[src/rtl/pipe_hazard_ctrl.sv]
// Stall/flush sequencer for the 5-stage pipeline: per-cycle hold/bubble decode,
// data-miss and halt sequencing, and saturating stall/redirect counters.
module pipe_hazard_ctrl #(
   parameter int CNT_W = 16
) (
   input  logic             CLK,
   input  logic             RST,
   input  logic             ihit,
   input  logic             dhit,
   input  logic             mem_dmemREN,
   input  logic             mem_dmemWEN,
   input  logic             mem_halt,
   input  logic             ex_memread,
   input  logic [4:0]       ex_rt,
   input  logic [4:0]       id_rs,
   input  logic [4:0]       id_rt,
   input  logic             ex_redirect,
   output logic             pc_en,
   output logic             pc_redirect,
   output logic             ifid_dopause,
   output logic             ifid_flush,
   output logic             idex_dopause,
   output logic             idex_flush,
   output logic             exmem_dopause,
   output logic             exmem_flush,
   output logic             memwb_dopause,
   output logic             memwb_flush,
   output logic             halt,
   output logic [CNT_W-1:0] stall_cnt,
   output logic [CNT_W-1:0] flush_cnt
);

   typedef enum logic [1:0] {RUN, DWAIT, HALTED} state_t;

   localparam logic [CNT_W-1:0] CNT_ONE = CNT_W'(1);

   state_t state, next_state;
   logic   halt_q;
   logic   dwait, lu, miss;
   logic   stall_inc, flush_inc;

   assign dwait = (mem_dmemREN | mem_dmemWEN) & ~dhit;
   assign lu    = ex_memread & (ex_rt != 5'd0) & ((ex_rt == id_rs) | (ex_rt == id_rt));
   // Once waiting, only dhit releases the miss; the access request is not re-sampled.
   assign miss  = (state == DWAIT) ? ~dhit : dwait;

   always_comb begin
      pc_en         = 1'b1;
      pc_redirect   = 1'b0;
      ifid_dopause  = 1'b0;
      ifid_flush    = 1'b0;
      idex_dopause  = 1'b0;
      idex_flush    = 1'b0;
      exmem_dopause = 1'b0;
      exmem_flush   = 1'b0;
      memwb_dopause = 1'b0;
      memwb_flush   = 1'b0;
      flush_inc     = 1'b0;
      next_state    = state;

      if (RST) begin
         pc_en       = 1'b0;
         ifid_flush  = 1'b1;
         idex_flush  = 1'b1;
         exmem_flush = 1'b1;
         memwb_flush = 1'b1;
      end else if (state == HALTED) begin
         pc_en         = 1'b0;
         ifid_dopause  = 1'b1;
         idex_dopause  = 1'b1;
         exmem_dopause = 1'b1;
         memwb_dopause = 1'b1;
      end else if (miss) begin
         pc_en         = 1'b0;
         ifid_dopause  = 1'b1;
         idex_dopause  = 1'b1;
         exmem_dopause = 1'b1;
         memwb_flush   = 1'b1;
         next_state    = DWAIT;
      end else begin
         next_state = RUN;
         if (mem_halt) begin
            next_state = HALTED;
         end else if (lu) begin
            pc_en        = 1'b0;
            ifid_dopause = 1'b1;
            idex_flush   = 1'b1;
         end else if (ex_redirect && ihit) begin
            pc_redirect = 1'b1;
            ifid_flush  = 1'b1;
            idex_flush  = 1'b1;
            flush_inc   = 1'b1;
         end else if (ex_redirect) begin
            // Branch stays parked in EX so the redirect is re-presented next cycle.
            pc_en        = 1'b0;
            ifid_dopause = 1'b1;
            idex_dopause = 1'b1;
            exmem_flush  = 1'b1;
         end else if (!ihit) begin
            pc_en      = 1'b0;
            ifid_flush = 1'b1;
         end
      end
   end

   assign stall_inc = ~pc_en & (state != HALTED);
   assign halt      = halt_q;

   always_ff @(posedge CLK or posedge RST) begin
      if (RST) begin
         state     <= RUN;
         halt_q    <= 1'b0;
         stall_cnt <= '0;
         flush_cnt <= '0;
      end else begin
         state <= next_state;
         if (state != HALTED && next_state == HALTED)
            halt_q <= 1'b1;
         if (stall_inc && stall_cnt != '1)
            stall_cnt <= stall_cnt + CNT_ONE;
         if (flush_inc && flush_cnt != '1)
            flush_cnt <= flush_cnt + CNT_ONE;
      end
   end

endmodule

[config.mk]
export PLATFORM = sky130hd
export DESIGN_NAME = pipe_hazard_ctrl
export DESIGN_NICKNAME = d
export VERILOG_FILES = /design/src/rtl/pipe_hazard_ctrl.sv
export SDC_FILE = /design/constraint.sdc
export NUM_CORES = 1
export LEC_CHECK = 0
export ABC_AREA = 1
export CAP_MARGIN = 0
export CORE_MARGIN = 2
export CORE_UTILIZATION = 53
export CTS_CLUSTER_SIZE = 24
export DETAILED_ROUTE_END_ITERATION = 7
export PLACE_DENSITY = 0.95
export SLEW_MARGIN = 10
export SYNTH_ARGS = -nofsm -noshare
export SYNTH_HDL_FRONTEND = slang
export SYNTH_SLANG_ARGS = --single-unit
[constraint.sdc]
create_clock -name CLK -period 5.8 [get_ports CLK]
set_input_delay 1.74 -clock CLK [delete_from_list [all_inputs] [get_ports CLK]]
set_output_delay 1.74 -clock CLK [all_outputs]
set_load 0.05 [all_outputs]
## After elaboration in Yosys (flattened, before gate mapping)

Index checks and enable logic that the tools add are counted.

| storage, ports and cells | value |
|---|---|
| register bits | 35 |
| latch bits | 0 |
| memory bits (writable) | 0 |
| memory bits (read-only) | 0 |
| bits of input ports | 24 |
| output and inout bits | 43 |
| logic and storage cells | 81 |
| memories | 0 |

| operators by class | value |
|---|---|
| add/sub/neg operators | 2 |
| $mul | 0 |
| div/mod/pow operators | 0 |
| magnitude comparators | 0 |
| equal/unequal tests | 8 |
| shifts and indexed selects | 0 |
| mux-type cells | 54 |
| bitwise gates (word level) | 8 |
| reductions and logical operators | 5 |

Operators by type and width:

| operator | number |
|---|---|
| 2-to-1 mux 1 bit | 50 |
| adder 16 x 1 -> 16 bit, second input constant | 2 |
| != test 16 bit, second input constant | 2 |
| == test 5 bit | 2 |
| 2-to-1 mux 2 bit | 4 |
| nonzero test 5 bit | 1 |
| AND 1 bit | 4 |
| == test 2 bit, second input constant | 2 |
| logical AND 1 bit | 4 |
| == test 2 x 1 -> 1 bit, second input constant | 1 |
| != test 2 bit, second input constant | 1 |
| NOT 1 bit | 2 |
| OR 1 bit | 2 |

## Logic depth before layout (Yosys ltp)

| logic depth | value |
|---|---|
| depth in word-level cells | 11 |
| gate-level depth with buffers | 12 |
| gate-level depth less buffers | 11 |

## Worst setup path before layout

No wires, ideal clock.

| timing path | value |
|---|---|
| kind | input -> output |
| start point | input RST |
| end point | output memwb_flush |
| arrival | 3.492 ns |
| slack | 0.568 ns |
| stages | 2 |
| path buffers | 0 |
| cells stage by stage | inv_1 > o21ai_0 |

| on the way | value |
|---|---|
| longest elaborated chain between the ends | 1 |

Ends and longest elaborated chain:

| what | RTL line | RTL |
|---|---|---|
| from (decl) | 7 | `input logic RST,` |
| 2-to-1 mux 1 bit | 61 | `if (RST) begin` |
| to (decl) | 27 | `output logic memwb_flush,` |

No other way between the ends.

## Final worst setup path

| timing path | value |
|---|---|
| start point | input mem_dmemWEN |
| end point | output exmem_dopause |

| on the way | value |
|---|---|
| longest elaborated chain between the ends | 6 |

Ends and longest elaborated chain:

| what | RTL line | RTL |
|---|---|---|
| from (decl) | 11 | `input logic mem_dmemWEN,` |
| OR 1 bit | 42 | `assign dwait = (mem_dmemREN \| mem_dmemWEN) & ~dhit;` |
| AND 1 bit | 42 |  |
| 2-to-1 mux 1 bit | 45 | `assign miss = (state == DWAIT) ? ~dhit : dwait;` |
| 2-to-1 mux 1 bit | 73 | `end else if (miss) begin` |
| 2-to-1 mux 1 bit | 67 | `end else if (state == HALTED) begin` |
| 2-to-1 mux 1 bit | 61 |  |
| to (decl) | 24 | `output logic exmem_dopause,` |

No other way between the ends.

==> results_dict.tcl <==
set metrics [dict create \
    status "finished clean" \
    drc 0 \
    cts.repair.resized 0 \
    syn-cell-area_um2 2480 \
    cp.required_ns 4.06 \
    leakagePower_nw 1.48 \
    die_y_um 72.4 \
    clock_path_buffers 2 \
    nets 444 \
    worstSkewPairLatency_ns 0.29 \
    synth-seq-cells 35 \
    p_total_w 0.000803 \
    syn_inst 346 \
    placedCellCount 460 \
    grt_pass1_vias 2381 \
    slew_headroom_pct 51.0 \
    grt_overflow 0 \
    clock_sink_count 35 \
    hold_viol 0 \
    core_area_um2 4440 \
    htreeDepth 2 \
    worstMarginPinSlew_ns 0.735 \
    area_growth_pct 30.1 \
    root_buffer "clkbuf_8" \
    initial_utilization_pct 55.8 \
    drtIter0Drc 194 \
    hpwl_um 4650 \
    clock_skew_ns 0.00724 \
    worst_setup_path_end_kind "primary output" \
    rsz0062_at_grt "false" \
    drtAntennaViolNets 0 \
    drv_slew 0 \
    antenna_found_initial 0 \
    io_pins 67 \
    fmax_mhz 193 \
    first_pass_iters 5 \
    cts_tree "done" \
    rrSetupSlack_ns 3.55 \
    final_common_cell "nand2_1" \
    setup_violations 0 \
    synth_warnings 0 \
    worstSetupPathType "in -> out" \
    final_cells 468 \
    drt-total-wl_um 6080 \
    cts_hold_buf 0 \
    die_w_um 72.4 \
    avgSynthCellArea_um2 7.17 \
    fin_crit_sh_pct 89.4 \
    hold_ws_ns 0.509 \
    grt_pass1_wl_um 10300 \
    gp_congestion 0.907 \
    via_count 2491 \
    final_util_pct 72.6 \
    syn-num-nets 375 \
    drive_above_1_share_pct 8.41 \
    irDropWorstVdd_mv 0.162 \
    wl_per_cell_um 13.0 \
    place.port_buffers 66 \
    synth_cell_types 30 \
    path_max_fanout 5 \
    start_kind "input pin" \
    yosysSeqAreaShare_pct 35.3 \
    maxCapViolCount 0 \
    grt_max_degree 32 \
    dieArea_um2 5240 \
    rows 24 \
    hold_path.class "reg -> reg" \
    vias_per_cell 5.32 \
    diodes 0 \
    tns_ns 0 \
    cp.arrival_ns 3.44 \
    grt.total_usage_pct 24.7 \
    post_cts_buffers 0 \
    power_density_nw_per_um2 249 \
    cts_buffers 5 \
    min_period_ns 5.18 \
    clk_pin_slew_ns 0.07 \
    mostFrequentLayoutCells "nand2_1, clkdlybuf4s50_1, inv_1, nand3_1, dfrtp_1" \
]
[area by class of cell]
class | instances | area, µm²
clock inverter | 2 | 12.5
multi-input combinational | 255 | 1360
tap | 52 | 65.1
sequential | 35 | 876
inverter | 50 | 188
timing repair buffer | 68 | 656
fill | 368 | 1220
clock buffer | 6 | 72.6
[synth_stat cells (all sizes together)]
| master | number | share of area [%] |
|---|---|---|
| nand2 | 109 | 17 |
| xnor2 | 13 | 4.6 |
| a21oi | 3 | 0.61 |
| xor2 | 16 | 5.7 |
| ha | 5 | 2.5 |
| nor2 | 26 | 4.6 |
| nor3 | 15 | 3.5 |
| dfrtp | 35 | 35 |
| or3 | 1 | 0.25 |
| buf | 6 | 2.4 |
| o21bai | 1 | 0.30 |
| o21a | 1 | 0.30 |
| nor4 | 1 | 0.25 |
| nand3 | 38 | 7.9 |
| and2 | 1 | 0.25 |
| nand4 | 5 | 1.3 |
| o21ai | 18 | 5.1 |
| inv | 50 | 7.6 |
| nand3b | 1 | 0.30 |
| o22ai | 1 | 0.25 |
[routing by layer]
layer	GRT usage (%)	wire, µm	vias to the layer above
met4	8.44	147	0
met2	45.1	3160	88
met3	5.42	315	19
met5	0	0	-
li1	-	-	1234
met1	28.4	2450	1150
[stage by stage]
| step | worst slack, ns | area, µm² |
|---|---|---|
| after floorplan | 0.568 | 2480 |
| after detailed placement | 0.608 | 3140 |
| after CTS | 0.609 | 3230 |
| after global placement | 0.633 | 3140 |
| after global routing | 0.503 | 3230 |
| final | 0.616 | 3230 |
[path summary, 6_finish.rpt]
kind	from	endpoint	cells after the start
max in group asynchronous	RST	flush_cnt[9]	3
worst max register to register	stall_cnt[0]	stall_cnt[4]	9
worst max-delay path	mem_dmemWEN	exmem_dopause	8
worst min register to register	halt	halt	1
worst min-delay path	halt	halt	1
min in group asynchronous	RST	flush_cnt[0]	2
[where the power goes]
group          leakage [nW]  switching, W  internal (W)
logic                 0.969      0.000210      0.000110
clock network        0.0412     0.0000913     0.0000839
registers             0.469     0.0000367      0.000271
total                  1.48      0.000338      0.000464
[critical path: stages]
cell and delay (ns):
clkdlybuf4s50_1 0.45, nor2_1 0.04, nand2_1 0.05, nand2_1 0.08, nand2_2 0.13, inv_1 0.07, nor2_1 0.08, clkdlybuf4s50_1 0.80
[flip-flops by register name (all words and copies together) (netlist names)]
register   cells
flush_cnt     16
stall_cnt     16
halt           1
state          2
[kinds of logic after synthesis]
family / share of synthesized area (%)
AO/OA/AOI/OAI: 6.61
AND/OR/NAND/NOR: 35.3
adder cells (fa/ha/maj): 2.52
flip-flops: 35.3
buffers and inverters: 9.99
XOR/XNOR: 10.2
Power figures use the tool's default switching activity.
